$ cat src/rtl/mem_port_arbiter_if.sv
// Two-core data-memory port bundle.
// Requester side : req0/1, we0/1, addr0/1, wdata0/1 in; gnt0/1, rvalid0/1, rdata out.
// Memory side    : mem_en, mem_we, mem_addr, mem_wdata out; mem_rdata in.
// Status         : busy out (access in flight).
// slave modport is the arbiter's view; master is the cores-plus-memory view.
interface mem_port_arbiter_if #(
  parameter int ADDR_W = 20,
  parameter int DATA_W = 32
);
  logic              req0, req1;
  logic              we0, we1;
  logic [ADDR_W-1:0] addr0, addr1;
  logic [DATA_W-1:0] wdata0, wdata1;
  logic              gnt0, gnt1;
  logic              rvalid0, rvalid1;
  logic [DATA_W-1:0] rdata;
  logic              mem_en, mem_we;
  logic [ADDR_W-1:0] mem_addr;
  logic [DATA_W-1:0] mem_wdata;
  logic [DATA_W-1:0] mem_rdata;
  logic              busy;

  modport slave (
    input  req0, req1, we0, we1, addr0, addr1, wdata0, wdata1, mem_rdata,
    output gnt0, gnt1, rvalid0, rvalid1, rdata,
           mem_en, mem_we, mem_addr, mem_wdata, busy
  );

  modport master (
    output req0, req1, we0, we1, addr0, addr1, wdata0, wdata1, mem_rdata,
    input  gnt0, gnt1, rvalid0, rvalid1, rdata,
           mem_en, mem_we, mem_addr, mem_wdata, busy
  );
endinterface

$ cat src/rtl/mem_port_arbiter.sv
// Round-robin arbiter sharing one single-port synchronous data memory
// between the MEM stages of two cores. All outputs are registered.
// Ports:
//   clk  - single clock, rising edge
//   rst  - synchronous active-high reset
//   bus  - mem_port_arbiter_if.slave: request/grant/read-return for both
//          cores, memory command/data, busy status
//
// state | meaning
// IDLE  | no access in flight; arbitrate and capture the winner's request
// ISSUE | memory command on the bus for one cycle, winner's gnt high
// WAIT  | read data arriving from memory; load rdata, rvalid next cycle
module mem_port_arbiter #(
  parameter int ADDR_W = 20,
  parameter int DATA_W = 32
) (
  input logic            clk,
  input logic            rst,
  mem_port_arbiter_if.slave bus
);

  typedef enum logic [1:0] {
    IDLE  = 2'd0,
    ISSUE = 2'd1,
    WAIT  = 2'd2
  } state_t;

  state_t            state_q, state_d;
  logic              prio_q, prio_d;
  logic              win_q, win_d;
  logic              gnt0_q, gnt0_d, gnt1_q, gnt1_d;
  logic              rvalid0_q, rvalid0_d, rvalid1_q, rvalid1_d;
  logic [DATA_W-1:0] rdata_q, rdata_d;
  logic              mem_en_q, mem_en_d, mem_we_q, mem_we_d;
  logic [ADDR_W-1:0] mem_addr_q, mem_addr_d;
  logic [DATA_W-1:0] mem_wdata_q, mem_wdata_d;
  logic              busy_q, busy_d;
  logic              pick1;

  always_comb begin
    state_d     = state_q;
    prio_d      = prio_q;
    win_d       = win_q;
    gnt0_d      = 1'b0;
    gnt1_d      = 1'b0;
    rvalid0_d   = 1'b0;
    rvalid1_d   = 1'b0;
    rdata_d     = rdata_q;
    mem_en_d    = 1'b0;
    mem_we_d    = 1'b0;
    mem_addr_d  = mem_addr_q;
    mem_wdata_d = mem_wdata_q;
    // core 1 wins when it is the only requester or holds priority
    pick1       = bus.req1 & (~bus.req0 | prio_q);

    case (state_q)
      IDLE: begin
        if (bus.req0 | bus.req1) begin
          win_d       = pick1;
          prio_d      = ~pick1;
          gnt0_d      = ~pick1;
          gnt1_d      = pick1;
          mem_en_d    = 1'b1;
          mem_we_d    = pick1 ? bus.we1 : bus.we0;
          mem_addr_d  = pick1 ? bus.addr1 : bus.addr0;
          mem_wdata_d = pick1 ? bus.wdata1 : bus.wdata0;
          state_d     = ISSUE;
        end
      end
      ISSUE: begin
        // mem_we_q still holds the captured direction during ISSUE
        state_d = mem_we_q ? IDLE : WAIT;
      end
      WAIT: begin
        rdata_d   = bus.mem_rdata;
        rvalid0_d = ~win_q;
        rvalid1_d = win_q;
        state_d   = IDLE;
      end
      default: state_d = IDLE;
    endcase

    busy_d = (state_d != IDLE);
  end

  always_ff @(posedge clk) begin
    if (rst) begin
      state_q     <= IDLE;
      prio_q      <= 1'b0;
      win_q       <= 1'b0;
      gnt0_q      <= 1'b0;
      gnt1_q      <= 1'b0;
      rvalid0_q   <= 1'b0;
      rvalid1_q   <= 1'b0;
      rdata_q     <= '0;
      mem_en_q    <= 1'b0;
      mem_we_q    <= 1'b0;
      mem_addr_q  <= '0;
      mem_wdata_q <= '0;
      busy_q      <= 1'b0;
    end else begin
      state_q     <= state_d;
      prio_q      <= prio_d;
      win_q       <= win_d;
      gnt0_q      <= gnt0_d;
      gnt1_q      <= gnt1_d;
      rvalid0_q   <= rvalid0_d;
      rvalid1_q   <= rvalid1_d;
      rdata_q     <= rdata_d;
      mem_en_q    <= mem_en_d;
      mem_we_q    <= mem_we_d;
      mem_addr_q  <= mem_addr_d;
      mem_wdata_q <= mem_wdata_d;
      busy_q      <= busy_d;
    end
  end

  assign bus.gnt0      = gnt0_q;
  assign bus.gnt1      = gnt1_q;
  assign bus.rvalid0   = rvalid0_q;
  assign bus.rvalid1   = rvalid1_q;
  assign bus.rdata     = rdata_q;
  assign bus.mem_en    = mem_en_q;
  assign bus.mem_we    = mem_we_q;
  assign bus.mem_addr  = mem_addr_q;
  assign bus.mem_wdata = mem_wdata_q;
  assign bus.busy      = busy_q;

endmodule
$ cat src/flat_wrapper.sv
// flat-port wrapper written by rule: the top's interface ports become plain ports
module mem_port_arbiter_flat 
#(
  parameter int ADDR_W = 20,
  parameter int DATA_W = 32
)
  (clk, rst, bus_req0, bus_req1, bus_we0, bus_we1, bus_addr0, bus_addr1, bus_wdata0, bus_wdata1, bus_mem_rdata, bus_gnt0, bus_gnt1, bus_rvalid0, bus_rvalid1, bus_rdata, bus_mem_en, bus_mem_we, bus_mem_addr, bus_mem_wdata, bus_busy);
  mem_port_arbiter_if #(.ADDR_W(ADDR_W), .DATA_W(DATA_W)) bus_i ();
  input logic clk;
  input logic rst;
  input wire logic [$bits(bus_i.req0)-1:0] bus_req0;
  input wire logic [$bits(bus_i.req1)-1:0] bus_req1;
  input wire logic [$bits(bus_i.we0)-1:0] bus_we0;
  input wire logic [$bits(bus_i.we1)-1:0] bus_we1;
  input wire logic [$bits(bus_i.addr0)-1:0] bus_addr0;
  input wire logic [$bits(bus_i.addr1)-1:0] bus_addr1;
  input wire logic [$bits(bus_i.wdata0)-1:0] bus_wdata0;
  input wire logic [$bits(bus_i.wdata1)-1:0] bus_wdata1;
  input wire logic [$bits(bus_i.mem_rdata)-1:0] bus_mem_rdata;
  output wire logic [$bits(bus_i.gnt0)-1:0] bus_gnt0;
  output wire logic [$bits(bus_i.gnt1)-1:0] bus_gnt1;
  output wire logic [$bits(bus_i.rvalid0)-1:0] bus_rvalid0;
  output wire logic [$bits(bus_i.rvalid1)-1:0] bus_rvalid1;
  output wire logic [$bits(bus_i.rdata)-1:0] bus_rdata;
  output wire logic [$bits(bus_i.mem_en)-1:0] bus_mem_en;
  output wire logic [$bits(bus_i.mem_we)-1:0] bus_mem_we;
  output wire logic [$bits(bus_i.mem_addr)-1:0] bus_mem_addr;
  output wire logic [$bits(bus_i.mem_wdata)-1:0] bus_mem_wdata;
  output wire logic [$bits(bus_i.busy)-1:0] bus_busy;
  assign bus_i.req0 = bus_req0;
  assign bus_i.req1 = bus_req1;
  assign bus_i.we0 = bus_we0;
  assign bus_i.we1 = bus_we1;
  assign bus_i.addr0 = bus_addr0;
  assign bus_i.addr1 = bus_addr1;
  assign bus_i.wdata0 = bus_wdata0;
  assign bus_i.wdata1 = bus_wdata1;
  assign bus_i.mem_rdata = bus_mem_rdata;
  assign bus_gnt0 = bus_i.gnt0;
  assign bus_gnt1 = bus_i.gnt1;
  assign bus_rvalid0 = bus_i.rvalid0;
  assign bus_rvalid1 = bus_i.rvalid1;
  assign bus_rdata = bus_i.rdata;
  assign bus_mem_en = bus_i.mem_en;
  assign bus_mem_we = bus_i.mem_we;
  assign bus_mem_addr = bus_i.mem_addr;
  assign bus_mem_wdata = bus_i.mem_wdata;
  assign bus_busy = bus_i.busy;
  mem_port_arbiter #(.ADDR_W(ADDR_W), .DATA_W(DATA_W)) u_core (.clk(clk), .rst(rst), .bus(bus_i));
endmodule
$ cat config.mk
export PLATFORM = sky130hd
export DESIGN_NAME = mem_port_arbiter_flat
export DESIGN_NICKNAME = d
export VERILOG_FILES = /design/src/rtl/mem_port_arbiter_if.sv /design/src/rtl/mem_port_arbiter.sv /design/src/flat_wrapper.sv
export SDC_FILE = /design/constraint.sdc
export NUM_CORES = 1
export LEC_CHECK = 0
export ABC_AREA = 1
export CORE_MARGIN = 2
export CORE_UTILIZATION = 41
export DETAILED_ROUTE_END_ITERATION = 8
export PLACE_DENSITY = 0.94
export SLEW_MARGIN = 25
export SYNTH_ARGS = -nofsm -noshare
export SYNTH_HDL_FRONTEND = slang
export SYNTH_SLANG_ARGS = --single-unit
$ cat constraint.sdc
create_clock -name clk -period 1.9 [get_ports clk]
set_input_delay 0.38 -clock clk [delete_from_list [all_inputs] [get_ports clk]]
set_output_delay 0.38 -clock clk [all_outputs]
set_load 0.1 [all_outputs]
==> metrics.md, run 1 <==
| Metric | Value |
|---|---|
| Status | `completed` |
| Largest fanout of any net on the critical path | `50` |
| Drt first pass iters | `6` |
| Initial cell density of the core | `0.421` |
| Die Span Y | `104 um` |
| Portion of synthesized cell area occupied by the leading cell type | `0.462` |
| TritonCTS clock tree | `built` |
| Peak clock frequency supported by timing | `686 MHz` |
| Total standard cell area after synthesis | `0.00412 mm2` |
| Gr ovfl total | `0` |
| Hold Fails Final Rpt | `0` |
| Top cell type by total area after synthesis | `sky130_fd_sc_hd__dfxtp_1` |
| Non-filler cells, final | `932` |
| Hold wc startpoint | `bus_req1` |
| Setup clock skew after layout | `0.0112 ns` |
| Global router's overall resource usage | `0.237` |
| Routed Antenna Nets | `0` |
| Placement Rows | `36` |
| Number of buffers inserted by hold repair at cts | `0` |
| Main area contributors after synthesis | `sky130_fd_sc_hd__dfxtp_1 (46%), sky130_fd_sc_hd__nand3_1 (12%), sky130_fd_sc_hd__nand2_1 (11%)` |
| Critical path's slowest cell | `sky130_fd_sc_hd__clkdlybuf4s50_1` |
| Sequential fraction of the synthesis area | `0.462` |
| Final wirelength | `13.1 mm` |
| Die outline width | `104 um` |
| Clock transition time at the flip-flop clock pins of the worst setup and hold paths | `0.11 ns` |
| Number of inserted filler cells in the final layout | `806` |
| Number of maximum-capacitance constraint violations | `0` |
| H-tree depth | `3` |
| Net Count, Synth | `726` |
| Worst slew margin relative to its limit | `0.747` |
| Drc violations | `0` |
| Number of distinct library cells after synthesis | `18` |
| Area growth from synthesis to layout | `59.8%` |
| Weighted congestion reported at the end of routability-driven placement | `0.799` |
| Total of endpoints with negative setup slack in the final report | `0` |
| Critical path, cell by cell | `clkdlybuf4s50_1 -> nand2_2 -> nand2_2 -> buf_12 -> nand3_1 -> nand3_1 -> nand2_1 -> inv_1` |
| First-pass GRT wire length | `21.2 mm` |
| Boundary Pins | `233` |
| Reg-to-Reg Start | `u_core.state_q[0]` |
| Yosys warns | `0` |
| Final max-slew violation count | `0` |
| Sinks on Clock Net | `95` |
| Endpoint class of the critical path | `flop` |
| Total placed instance area | `0.00638 mm2` |
| Number of global-route vias before repair | `4426` |
| Critical path required time | `2.22 ns` |
| Final total negative setup slack | `0 ns` |
| Slowest stage delay, CP | `0.56 ns` |
| Detailed Route Iter0 Violations | `290` |
| Number of antenna violations at the first check in global routing | `0` |
| TritonCTS Buffers | `9` |
| Number of instances in the synthesized netlist | `584` |
| Fin nets | `936` |
| Leakage power | `3.19 nW` |
| Unrepaired setup endpoints after global routing | `no` |
| Clock latency at the later pin of the worst-skew pair | `0.36 ns` |
| Root Buffer Master | `sky130_fd_sc_hd__clkbuf_8` |
| Mean post-synth cell area | `7.05 um2` |
| Core footprint | `0.00977 mm2` |
| Overall die area | `0.0109 mm2` |
| Via-to-Cell Ratio | `5.06` |
| PD cells | `923 mW/mm2` |
| # port buffers | `232` |
| Clock Path Buffers | `2` |
| Fraction of layout cells with a size suffix above 1 | `0.161` |
| Post-CTS setup-driven buffer insertion count | `0` |
| Worst Hold Class | `in2reg` |
| Pin count of the biggest net entering global routing | `54` |
| VDD IR max | `0.000479 V` |
| Post-Layout Inst Area | `0.00658 mm2` |
| Tightest Pin Transition | `0.379 ns` |
| Vias | `4720` |
| Kind of launch point of the worst setup path | `input pin` |
| Final Critical Period | `1.46 ns` |
| Critical path origin | `bus_req0` |
| # placed instances | `916` |
| Resized cells post-CTS | `0` |
| WP data arrival | `1.78 ns` |
| Final routed wire length divided by cell count | `14.1 um` |
| Number of antenna cells inserted | `0` |
| Number of synthesized register bits | `95` |
| Kind of critical path | `in2reg` |
| Dpl hpwl | `9.54 mm` |
| Fraction of the cycle the final worst path needs | `0.768` |
## report_power, final
group	internal (W)	leakage, nW	switching, W
clock network	0.000520	0.101	0.000800
registers	0.00216	0.780	0.0000966
logic	0.000730	2.31	0.00177
## area by class of cell
cell class	instances	area (um2)	area share
Clock buffer	9	124	0.0188
Clock inverter	7	73.8	0.0112
Inverter	58	218	0.0331
Multi-Input combinational cell	384	1780	0.270
Sequential cell	95	1900	0.289
Tap cell	133	166	0.0253
Timing Repair Buffer	246	2320	0.352
## layout by cell type (no fill, tap or decap), types with 2 or more instances in the layout
master	instances
sky130_fd_sc_hd__clkdlybuf4s50_1	140
sky130_fd_sc_hd__nand2_1	121
sky130_fd_sc_hd__nand3_1	102
sky130_fd_sc_hd__buf_4	95
sky130_fd_sc_hd__dfxtp_1	95
sky130_fd_sc_hd__nor2_1	68
sky130_fd_sc_hd__inv_1	57
sky130_fd_sc_hd__nand4_1	50
sky130_fd_sc_hd__o21ai_0	33
sky130_fd_sc_hd__buf_12	10
sky130_fd_sc_hd__clkbuf_8	9
sky130_fd_sc_hd__nor2_4	2
sky130_fd_sc_hd__nand2_2	2
sky130_fd_sc_hd__a21oi_1	2
sky130_fd_sc_hd__inv_6	2
sky130_fd_sc_hd__inv_8	2
sky130_fd_sc_hd__clkinv_4	2
## registers in the layout (all words and copies together) (netlist names)
signal                flops
u_core.bus.busy           1
u_core.bus.gnt0           1
u_core.bus.gnt1           1
u_core.bus.mem_addr      20
u_core.bus.mem_en         1
u_core.bus.mem_wdata     32
u_core.bus.mem_we         1
u_core.bus.rdata         32
u_core.bus.rvalid0        1
u_core.bus.rvalid1        1
u_core.prio_q             1
u_core.state_q            2
u_core.win_q              1
## path summary, 6_finish.rpt
| kind | slack (ns) | cells past startpoint | end |
|---|---|---|---|
| worst min-delay path | 0.43 | 3 | u_core.bus.gnt1 |
| worst max-delay path | 0.44 | 8 | u_core.bus.mem_wdata[9] |
| worst max register to register | 0.51 | 6 | u_core.bus.rdata[27] |
| worst min register to register | 0.44 | 1 | u_core.bus.rvalid0 |
## cells by family (layout without fill, tap and decap cells)
| kind of cell | count (synthesis) | count (layout) | share of synthesized area |
|---|---|---|---|
| simple gates | 348 | 348 | 0.385 |
| buf+inv | 105 | 320 | 0.107 |
| flops | 95 | 95 | 0.462 |
| compound gates | 36 | 36 | 0.0465 |
## routing by layer
layer / GRT usage / routed length, um / up-vias
met2: 0.404 / 6320 / 271
met3: 0.0783 / 1270 / 26
met4: 0.0560 / 206 / 0
met1: 0.290 / 5340 / 2099
li1: - / - / 2324
met5: 0 / 0 / -
## through the flow
step	setup WS [ns]	hold slack (ns)	utilization	total power [W]
finish	0.441	0.434	0.673	0.00608
global route	0.352	0.434	0.673	0.00637
CTS	0.458	0.415	0.673	0.00614
detailed placement	0.0639	0.447	0.653	0.00480
global placement	0.138	0.431	0.653	0.00477
floorplan	0.587	0.417	-	0.00403
## cells in the mapped netlist, drive strengths merged
master    n
inv      58
nand4    50
nor3b     1
nor2     71
clkbuf   16
buf      31
a21oi     2
nor3      1
dfxtp    95
nand2   123
o21ai    34
nand3   102
## critical path: cells and delay by family
kind / cells / cell delay, ns
and+or+nand+nor: 5 / 0.53
buffers and inverters: 3 / 0.85
Note: power is estimated with default switching activity, not from simulation.
==> run 2, diff against run 1 <==
- CORE_UTILIZATION: 41 -> 35
- PLACE_DENSITY: 0.94 -> 0.86
- clock period: 1.9 -> 1.25 ns (I/O delays scaled with it)
==> run 2 against run 1 <==
  * Sequential cell count stayed put
  * Combinational power is 96% higher
  * The run now ends with setup timing left
  * Routed wire length is 26% higher
  * Global-route usage is 0.33 points higher
  * Sequential share of layout area is 5.8 points lower
==> metrics.md, run 2 (synthesis results as in run 1) <==
| Metric | Value |
|---|---|
| Status | `finished, violations left` |
| Failing checks | `setup timing` |
| Largest fanout of any net on the critical path | `16` |
| Logic gate share of total power | `0.429` |
| Worst slack at placement | `-0.448 ns` |
| Tightest Pin Transition | `0.315 ns` |
| Detailed Route Iter0 Violations | `428` |
| Number of buffer and inverter stages on the critical path | `3` |
| Capture point of the critical path | `u_core.bus.mem_addr[17]` |
| Fraction of layout cells with a size suffix above 1 | `0.306` |
| Final Critical Period | `1.25 ns` |
| TritonCTS clock tree | `built` |
| Critical path's slowest cell | `sky130_fd_sc_hd__dfxtp_4` |
| Power share of the sequential group | `0.316` |
| Dominant cell type by count on the critical path | `sky130_fd_sc_hd__nand2_1` |
| Number of antenna cells inserted | `0` |
| Highest-count cells in the layout ignoring fill and taps | `sky130_fd_sc_hd__clkdlybuf4s50_1 (139), sky130_fd_sc_hd__nand2_1 (118), sky130_fd_sc_hd__buf_12 (102)` |
| Unrepaired setup endpoints after global routing | `yes` |
| Total placed instance area | `0.00773 mm2` |
| Pin count of the biggest net entering global routing | `48` |
| Leading cell type in the layout, fill and taps excluded | `sky130_fd_sc_hd__clkdlybuf4s50_1` |
| Routed Antenna Nets | `0` |
| Kind of launch point of the worst setup path | `flop` |
| Non-filler cells, final | `972` |
| # placed instances | `941` |
| Share of total power in the clock network | `0.255` |
| Clock Path Buffers | `2` |
| Sum of internal, switching and leakage power | `0.0114 W` |
| TritonCTS Buffers | `9` |
| Number of global-route vias before repair | `5004` |
| Boundary Pins | `233` |
| PD cells | `1340 mW/mm2` |
| Dpl hpwl | `11.1 mm` |
| R2R cell count | `8` |
| First-pass GRT wire length | `24.4 mm` |
| Overall die area | `0.0126 mm2` |
| Gr ovfl total | `0` |
| Endpoint class of the critical path | `flop` |
| Die outline width | `112 um` |
| WP data arrival | `1.49 ns` |
| PnR worst setup slack | `-0.00185 ns` |
| Critical path required time | `1.49 ns` |
| Post-Layout Inst Area | `0.00854 mm2` |
| Critical path depth | `8` |
| VDD IR max | `0.000905 V` |
| Switching Fraction | `0.386` |
| Critical path origin | `u_core.state_q[1]` |
| Final wirelength | `16.5 mm` |
| Via-to-Cell Ratio | `5.14` |
| Area growth from synthesis to layout | `107%` |
| Drt first pass iters | `5` |
| Root Buffer Master | `sky130_fd_sc_hd__clkbuf_16` |
| Die Span Y | `112 um` |
| Fin nets | `966` |
| Number of antenna violations at the first check in global routing | `0` |
| Clock latency at the later pin of the worst-skew pair | `0.34 ns` |
| Reg-to-reg setup timing slack | `-0.002 ns` |
| Fraction of the cycle the final worst path needs | `1.00` |
| Switching pwr | `0.00440 W` |
| Clock transition time at the flip-flop clock pins of the worst setup and hold paths | `0.07 ns` |
| Leakage power | `3.88 nW` |
| H-tree depth | `3` |
| Setup clock skew after layout | `0.00520 ns` |
| Weighted congestion reported at the end of routability-driven placement | `0.838` |
| # port buffers | `232` |
| Internal cell power | `0.00701 W` |
| Critical path, cell by cell | `nor2_4 -> o21ai_4 -> buf_6 -> buf_12 -> nand2_1 -> nand3_1 -> nand2_1 -> inv_1` |
| Number of maximum-capacitance constraint violations | `0` |
| Final routed wire length divided by cell count | `17.0 um` |
| Reg-to-Reg Start | `u_core.state_q[1]` |
| Multi-input logic area | `0.00198 mm2` |
| Core footprint | `0.0115 mm2` |
| Final max-slew violation count | `0` |
| Peak clock frequency supported by timing | `799 MHz` |
| Number of inserted filler cells in the final layout | `795` |
| Slowest stage delay, CP | `0.37 ns` |
| Top cell family by delay on the critical path | `flip-flops` |
| Worst reg2reg endpoint | `u_core.bus.mem_addr[17]` |
| Hold Fails Final Rpt | `0` |
| Register area | `0.00197 mm2` |
| Vias | `4993` |
| Placement Rows | `39` |
| Drc violations | `0` |
| Initial cell density of the core | `0.359` |
| Worst Hold Class | `in2reg` |
| Worst slew margin relative to its limit | `0.790` |
| Sinks on Clock Net | `95` |
| Number of buffers inserted by hold repair at cts | `0` |
| Kind of critical path | `reg2reg` |
| Minimum hold slack | `0.447 ns` |
| Global router's overall resource usage | `0.240` |
| Total of endpoints with negative setup slack in the final report | `2` |
run 2: cell count changes in the layout (fill, tap and decap cells not counted), sizes merged:
cell	before	now
bufinv	0	1
dlygate4sd2	0	1
clkinv	3	1
clkdlybuf4s50	140	139
clkinvlp	0	1
inv	62	60
clkbuf	9	17
buf	106	130
run 2: repair_timing:
item                       CTS  global route
resized for setup           10            48
buffers inserted             6             1
setup endpoints to repair   54            58
pin swaps                    4            11
cloned                       2             7
run 2: final cells by class:
cell class | count | share of cell area
tap | 143 | 0.0210
multi-input combinational | 384 | 0.232
sequential | 95 | 0.231
clock buffer | 11 | 0.0296
inverter | 58 | 0.0258
timing repair buffer | 276 | 0.453
clock inverter | 5 | 0.00747
run 2: through the flow:
step,util,TNS [ns]
6_report,0.745,-0.00356
5_1_grt,0.745,-1.92
4_1_cts,0.712,-0.224
3_5_place_dp,0.674,-25.55
3_3_place_gp,0.674,-22.96
2_1_floorplan,-,0
run 2: how the worst min path moves through the flow:
stage	depth (start not counted)	start	endpoint
after detailed placement	1	u_core.win_q	u_core.bus.rvalid0
after global routing	3	bus_addr0[19]	u_core.bus.mem_addr[19]
final	3	bus_we1	u_core.bus.mem_we
after CTS	3	bus_we1	u_core.bus.mem_we
after global placement	1	u_core.win_q	u_core.bus.rvalid0
after floorplan	2	bus_we0	u_core.bus.mem_we
run 2: routing by layer:
metal	GRT usage	vias up	part of all wire
met5	0	-	0
met4	0.0789	0	0.021
met3	0.0999	32	0.11
met2	0.426	271	0.49
met1	0.260	2306	0.37
li1	-	2384	-
run 2: tightest hold or removal path, cell delays in order:
cell and delay, ns:
sky130_fd_sc_hd__clkdlybuf4s50_1 0.40, sky130_fd_sc_hd__nand2_1 0.05, sky130_fd_sc_hd__nand2_1 0.05
run 2: power groups by stage:
stage,clock network (W),registers [W],logic (W)
2_1_floorplan,0,0.00530,0.000874
3_3_place_gp,0,0.00365,0.00447
3_5_place_dp,0,0.00367,0.00452
4_1_cts,0.00296,0.00360,0.00465
5_1_grt,0.00311,0.00363,0.00511
6_report,0.00290,0.00360,0.00490
==> run 3, diff against run 2 <==
- ABC_CLOCK_PERIOD_IN_PS: not set -> 1250
==> results of run 3 <==
Final layout, timing and power as in run 2 (identical DEF).
